## config.mk

```make
export PLATFORM = sky130hd
export DESIGN_NAME = mac_dot_unit
export DESIGN_NICKNAME = d
export VERILOG_FILES = /design/src/rtl/mac_pkg.sv /design/src/rtl/wallace.sv /design/src/rtl/mac_dot_unit.sv
export SDC_FILE = /design/constraint.sdc
export NUM_CORES = 1
export LEC_CHECK = 0
export CAP_MARGIN = 20
export CORE_ASPECT_RATIO = 1.75
export CORE_MARGIN = 3
export CORE_UTILIZATION = 65
export CTS_BUF_LIST = sky130_fd_sc_hd__clkbuf_4 sky130_fd_sc_hd__clkbuf_8
export DETAILED_ROUTE_END_ITERATION = 10
export GPL_TIMING_DRIVEN = 0
export MAX_ROUTING_LAYER = met4
export PLACE_DENSITY_LB_ADDON = 0.25
export SYNTH_ARGS = -nofsm -noshare
export SYNTH_HDL_FRONTEND = slang
export SYNTH_HIERARCHICAL = 1
export SYNTH_SLANG_ARGS = --single-unit
```

## constraint.sdc

```tcl
create_clock -name clk -period 9.75 [get_ports clk]
set_input_delay 1.95 -clock clk [delete_from_list [all_inputs] [get_ports clk]]
set_output_delay 1.95 -clock clk [all_outputs]
set_load 0.005 [all_outputs]
```

## src/rtl/mac_pkg.sv

```systemverilog
// Shared types and constants for the mac_dot_unit dot-product engine.
package mac_pkg;

  typedef enum logic [1:0] {
    ACCUM = 2'd0,
    DRAIN = 2'd1,
    DONE  = 2'd2
  } state_e;

  localparam int DOT_LEN_DEF = 8;
  localparam int ACC_W_DEF   = 24;
  localparam int PROD_W      = 16;

endpackage

```

## src/rtl/wallace.sv

```systemverilog
// 8x8 unsigned combinational multiplier: partial products reduced by a chain
// of 3:2 carry-save stages, then one carry-propagate add.
module wallace
  import mac_pkg::*;
(
  input  logic [7:0]        a,
  input  logic [7:0]        b,
  output logic [PROD_W-1:0] m
);

  logic [PROD_W-1:0] pp [8];
  logic [PROD_W-1:0] s;
  logic [PROD_W-1:0] c;
  logic [PROD_W-1:0] t;

  always_comb begin
    for (int i = 0; i < 8; i++) begin
      pp[i] = b[i] ? (PROD_W'(a) << i) : '0;
    end
  end

  // s + c always equals the sum of the rows folded in so far.
  always_comb begin
    s = pp[0];
    c = '0;
    t = '0;
    for (int i = 1; i < 8; i++) begin
      t = s ^ c ^ pp[i];
      c = ((s & c) | (s & pp[i]) | (c & pp[i])) << 1;
      s = t;
    end
    m = s + c;
  end

endmodule

```

## src/rtl/mac_dot_unit.sv

```systemverilog
// Sequential dot-product engine: two-stage multiply pipeline feeding an
// accumulator, with a three-state control FSM and a held result output.
module mac_dot_unit
  import mac_pkg::*;
#(
  parameter int DOT_LEN = DOT_LEN_DEF,
  parameter int ACC_W   = ACC_W_DEF
) (
  input  logic             clk,
  input  logic             rst_n,
  input  logic             in_valid,
  output logic             in_ready,
  input  logic [7:0]       in_a,
  input  logic [7:0]       in_b,
  output logic             out_valid,
  input  logic             out_ready,
  output logic [ACC_W-1:0] out_acc,
  output logic             busy,
  output logic [1:0]       dbg_state
);

  localparam int CNT_W = $clog2(DOT_LEN + 1);
  localparam logic [CNT_W-1:0] LAST = CNT_W'(DOT_LEN - 1);

  // Handshakes: a transfer happens at a rising edge where valid & ready are
  // both 1. in_ready depends on state only; out_valid is a register that,
  // once set, holds with stable out_acc until out_ready is seen.
  state_e            state;
  logic [7:0]        a_q;
  logic [7:0]        b_q;
  logic              v1;
  logic              v2;
  logic [PROD_W-1:0] m;
  logic [PROD_W-1:0] p_q;
  logic [ACC_W-1:0]  acc;
  logic [CNT_W-1:0]  issue_cnt;
  logic [CNT_W-1:0]  acc_cnt;
  logic              out_valid_q;
  logic              accept;

  assign in_ready  = (state == ACCUM);
  assign accept    = in_valid & in_ready;
  assign out_valid = out_valid_q;
  assign out_acc   = acc;
  assign busy      = (state != ACCUM) | (issue_cnt != '0);
  assign dbg_state = state;

  wallace u_wallace (
    .a (a_q),
    .b (b_q),
    .m (m)
  );

  always_ff @(posedge clk or negedge rst_n) begin
    if (!rst_n) begin
      a_q <= '0;
      b_q <= '0;
      v1  <= 1'b0;
      p_q <= '0;
      v2  <= 1'b0;
    end else begin
      v1 <= accept;
      if (accept) begin
        a_q <= in_a;
        b_q <= in_b;
      end
      v2 <= v1;
      if (v1) begin
        p_q <= m;
      end
    end
  end

  always_ff @(posedge clk or negedge rst_n) begin
    if (!rst_n) begin
      state       <= ACCUM;
      issue_cnt   <= '0;
      acc_cnt     <= '0;
      acc         <= '0;
      out_valid_q <= 1'b0;
    end else begin
      if (v2) begin
        acc     <= acc + ACC_W'(p_q);
        acc_cnt <= acc_cnt + CNT_W'(1);
      end
      case (state)
        ACCUM: begin
          if (accept) begin
            issue_cnt <= issue_cnt + CNT_W'(1);
            if (issue_cnt == LAST) begin
              state <= DRAIN;
            end
          end
        end
        DRAIN: begin
          // The final product lands in acc on this same edge.
          if (v2 && (acc_cnt == LAST)) begin
            state       <= DONE;
            out_valid_q <= 1'b1;
          end
        end
        DONE: begin
          if (out_ready) begin
            state       <= ACCUM;
            out_valid_q <= 1'b0;
            acc         <= '0;
            issue_cnt   <= '0;
            acc_cnt     <= '0;
          end
        end
        default: begin
          state <= ACCUM;
        end
      endcase
    end
  end

endmodule
```

==> PnR_summary.wiki <==
{| class="wikitable"
! Metric !! Value
|-
| Status || completed
|-
| Largest net degree at the start of global routing || 70
|-
| Final Max Slew Viols || 0
|-
| Non-filler instance count after layout || 670
|-
| Antenna fix cells || 0
|-
| Setup repair after global routing missed its margin || no
|-
| Hold WC Path Type || reg -> reg
|-
| Synthesized-area fraction occupied by xor and xnor cells || 2.18%
|-
| Area added between synthesis and finish || 15.0%
|-
| Average footprint of a synthesized cell || 10.1 µm²
|-
| Initial cell density of the core || 68.2%
|-
| Final GP Congestion || 0.942
|-
| Synthesized net count || 615
|-
| CP Launch Type || flop
|-
| Remaining global-route overflow || 0
|-
| Final clock skew || 0.00656 ns
|-
| Source of the critical timing path || b_q[1]$_DFFE_PN0P_
|-
| Dominant combinational cell family by area after synthesis || adder cells
|-
| Area fraction in compound gates after synthesis || 10.2%
|-
| Number of buffers created by CTS || 9
|-
| Via count of the first global-routing pass || 4,340
|-
| Critical register-to-register path startpoint || b_q[1]$_DFFE_PN0P_
|-
| Total Neg Setup Slack || 0 ns
|-
| Std-Cell Core Area || 7670 µm²
|-
| Clock Root Buffer || sky130_fd_sc_hd__clkbuf_8
|-
| Final Hold Fails || 0
|-
| Row cnt || 42
|-
| Highest fanout seen on the critical path || 9
|-
| Final worst path period share || 58.1%
|-
| Worst-case hold slack || 0.396 ns
|-
| Worst-Margin Slew || 0.874 ns
|-
| Max-slew headroom at the worst pin || 41.7%
|-
| Final setup violation count || 0
|-
| End of the worst register-to-register path || p_q[14]$_DFFE_PN0P_
|-
| Clk slew on worst S/H paths || 0.08 ns
|-
| Half-perimeter wire length of the detailed placement result || 8980 µm
|-
| Vias/cell || 6.10
|-
| Min cycle time layout || 5.67 ns
|-
| Worst setup path class || reg -> reg
|-
| Initial DRC Count || 262
|-
| Total number of clock tree sinks || 69
|-
| Register-to-register setup slack || 4.08 ns
|-
| Port bufs || 48
|-
| Number of nets in the final layout || 674
|-
| Average wire length per cell after detail routing || 17.2 µm
|-
| Via count || 4,088
|-
| Detailed Route WL || 11,500 µm
|-
| Number of standard cells after synthesis || 518
|-
| Synthesis-stage register bit count || 69
|-
| Maxcap violations || 0
|-
| Critical path arrival || 5.91 ns
|-
| Top_reg_cell synth || sky130_fd_sc_hd__dfrtp_1
|-
| Boundary pin count || 49
|-
| Combined area of all synthesized cells || 5230 µm²
|-
| Resized cells post-CTS || 0
|-
| TritonCTS clock tree || done
|-
| Adder and majority cell fraction of the synthesized area || 24.7%
|-
| DRC errors left || 0
|-
| Wire length of the first global-routing pass || 19,500 µm
|-
| Number of buffers added to fix hold violations after cts || 0
|-
| Synth Warn # || 6
|-
| Critical path data required time || 10.00 ns
|-
| # H-tree levels || 3
|-
| Worst Hold Path Cells || 0
|-
| Asr flop ratio synth || 100%
|-
| Count of fill cells added during filler insertion || 531
|-
| Cells after DPL || 654
|-
| Number of antenna violations at the first check in global routing || 0
|-
| Achievable Freq || 0.177 GHz
|-
| Number of synthesized flops with an enable pin || 0
|-
| Remaining antenna violation count after routing || 0
|-
| Share of final-layout standard cells stronger than drive strength 1 || 9.79%
|-
| Worst Setup End Kind || flop
|-
| Maximum buffer depth of the clock tree || 2
|-
| Buffers inserted by post-CTS timing repair || 0
|-
| GRT Total Usage || 28.2%
|-
| DIE AREA || 9200 µm²
|-
| Height of the die || 125 µm
|-
| Synth unique cells || 54
|-
| Worst setup path end || p_q[14]$_DFFE_PN0P_
|-
| Cell depth of the worst flop-to-flop path || 18
|-
| Clock latency on the worst-skew pair || 0.36 ns
|-
| Share of synthesized cell area in and, or, nand and nor gates || 16.8%
|-
| Sequential element share of the synthesized area || 33.0%
|-
| Width of the die || 73.8 µm
|-
| Fraction of synthesized area in multiplexers || 8.83%
|-
| Length of the first detailed-routing pass in iterations || 4
|}
-- how the worst min path moves through the flow --
| stage | slack [ns] | start | to |
|---|---|---|---|
| floorplan | 0.35 | v1$_DFF_PN0_ | v2$_DFF_PN0_ |
| global placement | 0.36 | v1$_DFF_PN0_ | v2$_DFF_PN0_ |
| detailed placement | 0.37 | v1$_DFF_PN0_ | v2$_DFF_PN0_ |
| CTS | 0.39 | v1$_DFF_PN0_ | v2$_DFF_PN0_ |
| global route | 0.42 | v1$_DFF_PN0_ | v2$_DFF_PN0_ |
| finish | 0.40 | v1$_DFF_PN0_ | v2$_DFF_PN0_ |
-- cells by family after synthesis --
logic type / after synthesis
adders and majority gates: 77
buffers and inverters: 59
AOI/OAI and AO/OA: 81
and+or+nand+nor: 177
xor gates and xnor gates: 13
muxes: 42
DFF: 69
-- stage by stage --
stage / util (%) / instance area [µm²] / setup slack (ns)
after floorplan: - / 5230 / 4.53
after global placement: 75.9 / 5820 / 4.29
after detailed placement: 75.8 / 5820 / 4.13
after CTS: 78.4 / 6020 / 4.11
after global routing: 78.4 / 6020 / 3.84
final: 78.4 / 6020 / 4.08
-- metal layers --
metal	vias to the layer above	part of all wire [%]	track usage (%)
li1	1886	-	-
met1	2057	35	28.6
met2	108	58	49.3
met3	37	3.0	4.77
met4	0	4.0	15.4
met5	-	0	-
-- synthesized netlist by cell type (2+ instances only) --
master,instances,area share [%]
sky130_fd_sc_hd__o31ai_1,2,0.29
sky130_fd_sc_hd__a21oi_1,21,2.0
sky130_fd_sc_hd__and2_1,19,2.3
sky130_fd_sc_hd__fa_1,44,17
sky130_fd_sc_hd__inv_1,42,3.0
sky130_fd_sc_hd__o21ai_0,18,1.7
sky130_fd_sc_hd__buf_1,5,0.36
sky130_fd_sc_hd__or4_1,2,0.29
sky130_fd_sc_hd__nor2_1,30,2.2
sky130_fd_sc_hd__a41o_1,2,0.38
sky130_fd_sc_hd__clkbuf_1,12,0.86
sky130_fd_sc_hd__nand2_1,66,4.7
sky130_fd_sc_hd__a211o_1,2,0.33
sky130_fd_sc_hd__nand4b_1,2,0.33
sky130_fd_sc_hd__a31oi_1,4,0.48
sky130_fd_sc_hd__xor2_1,4,0.67
sky130_fd_sc_hd__nor3b_1,4,0.57
sky130_fd_sc_hd__o21bai_1,2,0.29
sky130_fd_sc_hd__nand2b_1,4,0.48
sky130_fd_sc_hd__and3_1,5,0.60
sky130_fd_sc_hd__nand3_1,13,1.2
sky130_fd_sc_hd__nor4b_1,2,0.33
sky130_fd_sc_hd__mux2_2,33,7.1
sky130_fd_sc_hd__nor2b_1,4,0.48
sky130_fd_sc_hd__a21o_1,7,1.0
sky130_fd_sc_hd__ha_1,33,7.9
sky130_fd_sc_hd__a211oi_1,4,0.57
sky130_fd_sc_hd__o21a_1,4,0.57
sky130_fd_sc_hd__xnor2_1,9,1.5
sky130_fd_sc_hd__or2_2,3,0.36
sky130_fd_sc_hd__dfrtp_1,69,33
sky130_fd_sc_hd__mux2i_1,9,1.7
sky130_fd_sc_hd__and3_4,3,0.65
sky130_fd_sc_hd__a21boi_1,2,0.29
sky130_fd_sc_hd__or3_1,2,0.24
sky130_fd_sc_hd__nand4_1,4,0.48
sky130_fd_sc_hd__nor3_1,9,0.86
sky130_fd_sc_hd__a221oi_1,2,0.33
-- worst max-delay path, stage by stage (launching register included) --
cell and delay, ns:
sky130_fd_sc_hd__dfrtp_1 0.49, sky130_fd_sc_hd__and2_1 0.21, sky130_fd_sc_hd__ha_1 0.28, sky130_fd_sc_hd__inv_1 0.08
sky130_fd_sc_hd__fa_1 0.45, sky130_fd_sc_hd__fa_1 0.48, sky130_fd_sc_hd__fa_1 0.53, sky130_fd_sc_hd__fa_1 0.47
sky130_fd_sc_hd__fa_1 0.52, sky130_fd_sc_hd__fa_1 0.44, sky130_fd_sc_hd__inv_1 0.07, sky130_fd_sc_hd__ha_1 0.19
sky130_fd_sc_hd__inv_1 0.06, sky130_fd_sc_hd__fa_1 0.40, sky130_fd_sc_hd__nor2b_1 0.18, sky130_fd_sc_hd__o31a_1 0.19
sky130_fd_sc_hd__mux2i_1 0.20, sky130_fd_sc_hd__nand2_1 0.06, sky130_fd_sc_hd__mux2_2 0.26
-- state kept, by name, summed over array words and instances, names as in the netlist --
register   cells
p_q           16
acc_cnt        4
dbg_state      2
b_q            8
v2             1
v1             1
a_q            8
issue_cnt      4
out_acc       24
out_valid      1
-- cell usage in the layout (no fill, tap or decap), types with 3 or more instances in the layout --
master                            Yosys  routed
sky130_fd_sc_hd__and3_4               3       3
sky130_fd_sc_hd__dfrtp_1             69      69
sky130_fd_sc_hd__xnor2_1              9       9
sky130_fd_sc_hd__inv_1               42      42
sky130_fd_sc_hd__clkdlybuf4s50_1      0      47
sky130_fd_sc_hd__nand2b_1             4       4
sky130_fd_sc_hd__or2_2                3       3
sky130_fd_sc_hd__o21a_1               4       4
sky130_fd_sc_hd__a211oi_1             4       4
sky130_fd_sc_hd__a21o_1               7       7
sky130_fd_sc_hd__buf_1                5       5
sky130_fd_sc_hd__ha_1                33      33
sky130_fd_sc_hd__and3_1               5       5
sky130_fd_sc_hd__and2_1              19      19
sky130_fd_sc_hd__a21oi_1             21      21
sky130_fd_sc_hd__clkbuf_8             0       9
sky130_fd_sc_hd__xor2_1               4       4
sky130_fd_sc_hd__nor2_1              30      30
sky130_fd_sc_hd__nor3b_1              4       4
sky130_fd_sc_hd__o21ai_0             18      18
sky130_fd_sc_hd__mux2_2              33      33
sky130_fd_sc_hd__nand4_1              4       4
sky130_fd_sc_hd__nor3_1               9       9
sky130_fd_sc_hd__clkbuf_1            12      12
sky130_fd_sc_hd__mux2i_1              9       9
sky130_fd_sc_hd__fa_1                44      44
sky130_fd_sc_hd__a31oi_1              4       4
sky130_fd_sc_hd__nand2_1             66      66
sky130_fd_sc_hd__nand3_1             13      13
sky130_fd_sc_hd__nor2b_1              4       4
sky130_fd_sc_hd__clkinvlp_4           0       3
-- final cells by class --
| cell class | instances | area (µm²) | area share [%] |
|---|---|---|---|
| Buffer | 17 | 63.8 | 1.06 |
| Inverter | 42 | 158 | 2.62 |
| Clock inverter | 7 | 75.1 | 1.25 |
| Clock buffer | 9 | 124 | 2.06 |
| Tap cell | 88 | 110 | 1.83 |
| Multi-Input combinational cell | 390 | 3280 | 54.5 |
| Sequential cell | 69 | 1730 | 28.7 |
| Timing Repair Buffer | 48 | 478 | 7.94 |
Power is not shown: default switching activity piles up to over one toggle a cycle in this logic, so the estimate is an artifact.
